--- config.mk ---
export PLATFORM = sky130hd
export DESIGN_NAME = ex_muldiv_unit
export DESIGN_NICKNAME = d
export VERILOG_FILES = /design/src/rtl/ex_muldiv_unit_pkg.sv /design/src/rtl/ex_muldiv_unit_div_radix2_step.sv /design/src/rtl/ex_muldiv_unit.sv
export SDC_FILE = /design/constraint.sdc
export NUM_CORES = 1
export LEC_CHECK = 0
export CAP_MARGIN = 30
export CORE_ASPECT_RATIO = 1.1
export CORE_MARGIN = 2
export CORE_UTILIZATION = 62
export CTS_CLUSTER_SIZE = 40
export DETAILED_ROUTE_END_ITERATION = 16
export MAX_ROUTING_LAYER = met4
export PLACE_DENSITY_LB_ADDON = 0.25
export SYNTH_ARGS = -nofsm -noshare
export SYNTH_HDL_FRONTEND = slang
export SYNTH_SLANG_ARGS = --single-unit
--- constraint.sdc ---
create_clock -name clk -period 8.8 [get_ports clk]
set_input_delay 0.88 -clock clk [delete_from_list [all_inputs] [get_ports clk]]
set_output_delay 0.88 -clock clk [all_outputs]
set_load 0.01 [all_outputs]
--- src/rtl/ex_muldiv_unit_pkg.sv ---
`default_nettype none
// ============================================================================
// Module   : ex_muldiv_unit_pkg
// Brief    : Shared encodings for the EX-stage multiply/divide unit.
// Revision : 1.0 - initial release
// ============================================================================
package ex_muldiv_unit_pkg;

    typedef enum logic [1:0] {
        OP_MULT  = 2'b00,
        OP_MULTU = 2'b01,
        OP_DIV   = 2'b10,
        OP_DIVU  = 2'b11
    } muldiv_op_e;

    typedef enum logic [1:0] {
        MD_IDLE = 2'b00,
        MD_RUN  = 2'b01,
        MD_DONE = 2'b10
    } md_state_e;

    // One-hot ALU op codes the decoder uses to steer instructions to this unit.
    localparam int         ALUOP_W     = 6;
    localparam logic [5:0] ALUOP_MULT  = 6'b000001;
    localparam logic [5:0] ALUOP_DIV   = 6'b000010;
    localparam logic [5:0] ALUOP_MTHI  = 6'b000100;
    localparam logic [5:0] ALUOP_MTLO  = 6'b001000;
    localparam logic [5:0] ALUOP_MFHI  = 6'b010000;
    localparam logic [5:0] ALUOP_MFLO  = 6'b100000;

endpackage
`default_nettype wire

--- src/rtl/ex_muldiv_unit_div_radix2_step.sv ---
`default_nettype none
// ============================================================================
// Module   : ex_muldiv_unit_div_radix2_step
// Brief    : One combinational restoring-divide step (remainder + quotient bit).
// Revision : 1.0 - initial release
// ============================================================================
module ex_muldiv_unit_div_radix2_step
    import ex_muldiv_unit_pkg::*;
#(
    parameter int DATA_W = 32
) (
    input  logic [DATA_W-1:0] rem_in,
    input  logic              dividend_bit,
    input  logic [DATA_W-1:0] divisor,
    output logic [DATA_W-1:0] rem_out,
    output logic              quot_bit
);

    logic [DATA_W:0] w_shifted;

    assign w_shifted = {rem_in, dividend_bit};
    assign quot_bit  = (w_shifted >= {1'b0, divisor});
    // rem_in < divisor, so the restored/subtracted value always fits DATA_W bits
    assign rem_out   = quot_bit ? DATA_W'(w_shifted - {1'b0, divisor})
                                : w_shifted[DATA_W-1:0];

endmodule
`default_nettype wire

--- src/rtl/ex_muldiv_unit.sv ---
`default_nettype none
// ============================================================================
// Module   : ex_muldiv_unit
// Brief    : Multi-cycle MULT/MULTU/DIV/DIVU unit owning the HI/LO registers.
// Revision : 1.0 - initial release
// ============================================================================
module ex_muldiv_unit
    import ex_muldiv_unit_pkg::*;
#(
    parameter int DATA_W   = 32,
    parameter int MUL_ITER = 1
) (
    input  logic              clk,
    input  logic              rst,
    input  logic              flush_i,
    input  logic              start_i,
    input  logic [1:0]        op_i,
    input  logic [DATA_W-1:0] src1_i,
    input  logic [DATA_W-1:0] src2_i,
    input  logic              whi_i,
    input  logic              wlo_i,
    input  logic [DATA_W-1:0] wdata_i,
    output logic [DATA_W-1:0] hi_o,
    output logic [DATA_W-1:0] lo_o,
    output logic              busy_o,
    output logic              done_o,
    output logic              stallreq_o
);

    localparam int              CNT_W    = $clog2(DATA_W);
    localparam int              ACC_W    = 2*DATA_W + 1;
    localparam logic [CNT_W-1:0] CNT_LOAD = CNT_W'(DATA_W - 1);

    md_state_e           r_state;
    logic [CNT_W-1:0]    r_cnt;
    logic [ACC_W-1:0]    r_acc;
    logic [DATA_W-1:0]   r_mcand;
    logic                r_div;
    logic                r_neg_q;
    logic                r_neg_r;
    logic [DATA_W-1:0]   r_hi;
    logic [DATA_W-1:0]   r_lo;

    logic                w_is_div;
    logic                w_signed;
    logic                w_neg1;
    logic                w_neg2;
    logic [DATA_W-1:0]   w_mag1;
    logic [DATA_W-1:0]   w_mag2;
    logic [2*DATA_W-1:0] w_fast_prod;
    logic [2*DATA_W-1:0] w_fast_res;
    logic [DATA_W:0]     w_mul_upper;
    logic [ACC_W-1:0]    w_mul_next;
    logic [DATA_W-1:0]   w_div_rem;
    logic                w_div_q;
    logic [ACC_W-1:0]    w_div_next;
    logic [ACC_W-1:0]    w_acc_next;
    logic [DATA_W-1:0]   w_res_hi;
    logic [DATA_W-1:0]   w_res_lo;

    // Signed ops run on magnitudes; min-int's magnitude still fits unsigned.
    assign w_is_div = (op_i == OP_DIV)  || (op_i == OP_DIVU);
    assign w_signed = (op_i == OP_MULT) || (op_i == OP_DIV);
    assign w_neg1   = w_signed & src1_i[DATA_W-1];
    assign w_neg2   = w_signed & src2_i[DATA_W-1];
    assign w_mag1   = w_neg1 ? -src1_i : src1_i;
    assign w_mag2   = w_neg2 ? -src2_i : src2_i;

    generate
        if (MUL_ITER == 0) begin : g_array_mul
            assign w_fast_prod = {{DATA_W{1'b0}}, w_mag1} * {{DATA_W{1'b0}}, w_mag2};
        end else begin : g_iter_mul
            assign w_fast_prod = '0;
        end
    endgenerate
    assign w_fast_res = (w_neg1 ^ w_neg2) ? -w_fast_prod : w_fast_prod;

    // Shift-add: multiplier sits in the low half and drains out LSB first.
    assign w_mul_upper = r_acc[ACC_W-1:DATA_W] + (r_acc[0] ? {1'b0, r_mcand} : '0);
    assign w_mul_next  = {1'b0, w_mul_upper, r_acc[DATA_W-1:1]};

    ex_muldiv_unit_div_radix2_step #(
        .DATA_W(DATA_W)
    ) u_div_step (
        .rem_in      (r_acc[2*DATA_W-1:DATA_W]),
        .dividend_bit(r_acc[DATA_W-1]),
        .divisor     (r_mcand),
        .rem_out     (w_div_rem),
        .quot_bit    (w_div_q)
    );
    assign w_div_next = {1'b0, w_div_rem, r_acc[DATA_W-2:0], w_div_q};
    assign w_acc_next = r_div ? w_div_next : w_mul_next;

    always_comb begin
        w_res_hi = '0;
        w_res_lo = '0;
        if (r_div) begin
            w_res_lo = r_neg_q ? -w_acc_next[DATA_W-1:0] : w_acc_next[DATA_W-1:0];
            w_res_hi = r_neg_r ? -w_acc_next[2*DATA_W-1:DATA_W]
                               : w_acc_next[2*DATA_W-1:DATA_W];
        end else begin
            {w_res_hi, w_res_lo} = r_neg_q ? -w_acc_next[2*DATA_W-1:0]
                                           : w_acc_next[2*DATA_W-1:0];
        end
    end

    always_ff @(posedge clk or posedge rst) begin
        if (rst) begin
            r_state <= MD_IDLE;
            r_cnt   <= '0;
            r_acc   <= '0;
            r_mcand <= '0;
            r_div   <= 1'b0;
            r_neg_q <= 1'b0;
            r_neg_r <= 1'b0;
            r_hi    <= '0;
            r_lo    <= '0;
        end else if (flush_i) begin
            r_state <= MD_IDLE;
        end else begin
            case (r_state)
                MD_IDLE: begin
                    if (whi_i || wlo_i) begin
                        if (whi_i) r_hi <= wdata_i;
                        if (wlo_i) r_lo <= wdata_i;
                    end else if (start_i) begin
                        r_div   <= w_is_div;
                        r_neg_q <= w_neg1 ^ w_neg2;
                        r_neg_r <= w_neg1;
                        r_cnt   <= CNT_LOAD;
                        r_acc   <= {{(DATA_W+1){1'b0}}, (w_is_div ? w_mag1 : w_mag2)};
                        r_mcand <= w_is_div ? w_mag2 : w_mag1;
                        if (w_is_div && (src2_i == '0)) begin
                            r_hi    <= src1_i;
                            r_lo    <= '1;
                            r_state <= MD_DONE;
                        end else if (!w_is_div && (MUL_ITER == 0)) begin
                            {r_hi, r_lo} <= w_fast_res;
                            r_state      <= MD_DONE;
                        end else begin
                            r_state <= MD_RUN;
                        end
                    end
                end
                MD_RUN: begin
                    r_acc <= w_acc_next;
                    if (r_cnt == '0) begin
                        r_hi    <= w_res_hi;
                        r_lo    <= w_res_lo;
                        r_state <= MD_DONE;
                    end else begin
                        r_cnt <= r_cnt - CNT_W'(1);
                    end
                end
                MD_DONE: begin
                    if (whi_i) r_hi <= wdata_i;
                    if (wlo_i) r_lo <= wdata_i;
                    r_state <= MD_IDLE;
                end
                default: r_state <= MD_IDLE;
            endcase
        end
    end

    assign hi_o       = r_hi;
    assign lo_o       = r_lo;
    assign busy_o     = (r_state != MD_IDLE);
    assign done_o     = (r_state == MD_DONE);
    assign stallreq_o = ((r_state == MD_IDLE) && start_i) || (r_state == MD_RUN);

endmodule
`default_nettype wire
==> summary by stage <==
Status
The run finished with clean final reports.

STA
The shortest period the worst path allows is 6.259 ns. The period utilization is 71.13%. In this run the tightest slew margin relative to its limit is 30.16%. The setup skew after layout is 0.01498 ns. The post-route setup TNS is 0 ns.

The slew at the pin closest to its max-slew limit is 1.044 ns. For this run, the top clock speed supported by timing is 159.8 MHz. The hold violation count in the final report came to 0. Setup repair after global routing left no endpoint under its margin. The final max-slew violation count was 0.

Setup violations remaining at the end of the flow were counted as 0.

Synth
In this run, synthesis inferred 0 flip-flops with an integrated enable. After synthesis, the mean cell area works out to 7.338 µm². The total number of yosys warnings is 0. Counting every net in the synthesized netlist gives 2575. The top cell type's share of synthesized area is 24.21%.

The mapped netlist covers 17570 µm². The number of storage elements in the synthesis netlist is 170. The sequential-to-total area share from yosys stat is 24.21%. The async set-or-reset flop fraction in the synthesized netlist is 100.0%. The number of distinct library cells after synthesis is 94. Yosys attributes the largest share of cell area to dfrtp_1, o21ai_0, a21oi_1.

The synthesized design spends more area on one cell type than any other, namely dfrtp_1. The number of instances in the synthesized netlist is 2395. The prevailing post-synth register cell is dfrtp_1.

Clock network
CTS saw 170 sinks. The CTS tree is built. For the worst-skew pair, the clock arrives at the later sink with an insertion delay of 0.47 ns. After clock tree synthesis, the repair step resized 0 gates.

The register clock-pin slew on the reported worst setup and hold paths is 0.08 ns. The deepest clock path buffer count is 2. The number of buffers created by CTS is 17. The number of H-tree branching levels is 4. The buffer type at the clock tree root is clkbuf_16. After clock tree synthesis, the setup repair step added 0 buffers. After clock tree synthesis, the flow added hold-fix buffers numbering 0.

Hold path
In this run the worst hold path is classified as flip-flop to flip-flop.

Cells and area
The most frequent standard cell in the layout excluding fill and tap cells is o21ai_0. The proportion of layout cells with a drive suffix above 1 is 5.287%. In the final design database the tool counted 2645 nets. The final instance area is 20070 µm². The library cells used most frequently in the layout, excluding fill and tap cells, are o21ai_0, nand2_1, a21oi_1. The final standard cell count with taps included and fillers excluded is 2842. The signed area change from the synthesized netlist to the final layout is 14.21%.

Worst setup path
The data arrival time of the critical path is 6.62 ns. For the worst setup path, the data required time is 9.16 ns. The most critical setup path has its startpoint at r_acc[61].

Traced cell by cell, the critical path runs through ha_1 -> a21o_1 -> a2111o_1 -> o21ai_2 -> and3_1 -> nand3_2 -> o21ai_0 -> ha_1 -> o21ai_0 -> or4_1 -> nor2_1 -> o211ai_1 -> nor2_1 -> a21o_1 -> nand2_1 -> and3b_1 -> nor2_1 -> xor2_1 -> o221ai_1 -> o21a_1. In this run the critical register-to-register path is launched from r_acc[61]. The worst setup path is captured at a flip-flop. For the worst flop-to-flop path, the logic depth is 20. The critical path ends at hi_o[16].

The worst setup path is launched from a flip-flop. The critical path is of the flip-flop to flip-flop type. Among all stages on the critical path, the largest delay is contributed by or4_1.

The internal reg-to-reg setup slack is 2.54 ns. The maximum fanout along the worst path is 10. In this run the critical register-to-register path is captured at hi_o[16]. The most numerous cell type found on the critical path is nor2_1. In this design, the stage delay of the slowest critical-path cell is 0.55 ns.

Floorplanning
171 I/O pins were placed. The die is 180.6 µm tall. The initial core utilization is 63.07%.

The die covers 29710 µm². Row generation in the floorplan step produced 64 rows. The area of the core is 27870 µm². The horizontal extent of the die is 164.5 µm.

Place
The congestion estimate from routability-driven global placement came to 1.047. Detailed placement ended at an HPWL of 53360 µm. The post-place instance area is 19420 µm². The number of instances in the placed design is 2808. The number of port buffers is 170.

Global route
The global route total overflow is 0. The number of global-route vias before repair is 18.64k. The maximum number of pins on one net before global-route repair is 123.

Across every metal layer, demand over resource in global routing totals 49.16%. The first-pass GRT wire length is 108100 µm. The number of antenna violations at the first check in global routing was 2.

Drt
The number of DRC markers in iteration 0 is 2836. The count of nets left with antenna violations after detail routing is 0. The routed wire length is 71520 µm. The final route contains 19.72k vias. The average via count per standard cell is 6.938. After detailed routing, the average wire length per cell comes to 25.17 µm. The remaining routing DRC violations is 0. The number of search-and-repair iterations in the first detailed-routing pass is 7.

Power and ir drop
Of the total power, registers draw 27.8%. The power dissipated by switching net loads is 1.941 mW. The part of the power in the clock network is 20.2%. IR analysis of the VDD net gives a maximum drop of 139.2 µV. In this run the power density over the cells is 204.2 nW/µm². The design internal power is 2.158 mW. In this run the static leakage power is 8.073 nW.

The total power of the final layout is 4.099 mW. In this run switching power makes up 47.35% of total power. Of the total power, combinational logic draws 51.9%.

Job
Across the run, the number of max-cap violations was 0.
## cells in the mapped netlist (20+ instances only)
library cell,number
o21ai_0,289
nand2_1,259
a21oi_1,256
nor2_1,229
dfrtp_1,170
clkbuf_1,118
xnor2_1,90
inv_1,80
xor2_1,75
ha_1,74
nand3_1,60
mux2i_1,55
nor2b_1,54
nor3_1,54
and2_1,43
a21o_1,33
o32a_1,29
a211oi_1,24
mux2_2,24
nand2b_1,23
o211ai_1,23
o31ai_1,23
a22oi_1,20
## registers in the layout (all words and copies together), names as in the netlist
name and cells:
r_state 2, hi_o 32, lo_o 32, r_acc 64
r_neg_q 1, r_div 1, r_neg_r 1, r_cnt 5
r_mcand 32
## cell type report
class	count	area, µm²
clock inverter	15	191.4
tap	363	454.2
multi-input combinational	1997	12470
fill	2208	7795
timing repair buffer	199	1969
sequential	170	4258
antenna	1	2.502
clock buffer	17	425.4
inverter	80	305.3
## logic make-up after synthesis
family	after synthesis	share of synthesized area, %
XOR/XNOR	165	8.223
AND/OR/NAND/NOR	836	22.76
buffers and inverters	228	5.033
adder cells (fa/ha/maj)	76	5.496
multiplexers	79	4.670
flip-flops	170	24.21
AO/OA/AOI/OAI	841	29.61
## power groups by stage
stage                     sequential (mW)  combinational [mW]  clock [mW]
after floorplan                      1.09                1.33           0
after global placement               1.14                1.97           0
after detailed placement             1.14                2.03           0
after CTS                            1.13                2.05       0.819
after global routing                 1.16                2.26       0.847
final                                1.14                2.13       0.830
## how the worst min path moves through the flow
| stage | cells after the start | end | start | slack (ns) |
|---|---|---|---|---|
| 6_report | 2 | r_mcand[31] | r_mcand[31] | 0.51 |
| 5_1_grt | 2 | r_mcand[31] | r_mcand[31] | 0.55 |
| 4_1_cts | 2 | r_mcand[31] | r_mcand[31] | 0.51 |
| 3_5_place_dp | 2 | r_mcand[31] | r_mcand[31] | 0.49 |
| 3_3_place_gp | 2 | r_mcand[31] | r_mcand[31] | 0.48 |
| 2_1_floorplan | 2 | r_mcand[10] | r_mcand[10] | 0.46 |
## per-stage QoR
step | hold WS (ns) | utilization [%] | setup WS (ns)
final | 0.5081 | 72.03 | 2.541
after global routing | 0.5452 | 72.03 | 2.274
after CTS | 0.5084 | 71.92 | 2.727
after detailed placement | 0.4911 | 69.71 | 2.805
after global placement | 0.4832 | 69.51 | 2.896
after floorplan | 0.4632 | - | 3.317
## worst max-delay path: cells and delay by family, from the launching register on
kind / cells / cell delay, ns
AOI/OAI and AO/OA: 9 / 2.31
DFF: 1 / 0.43
xor gates and xnor gates: 1 / 0.34
and+or+nand+nor: 8 / 2.40
adders and majority gates: 2 / 0.67
## metal layers
metal  global-route usage [%]  routed length (µm)  up-vias
met3                    10.40                7765      417
met4                    38.02                6872        0
met1                    56.45               24900     9144
li1                         -                   -     8784
met2                    74.36               31980     1372
met5                        -                   0        -
No activity file was read; power rests on OpenSTA's default activity.
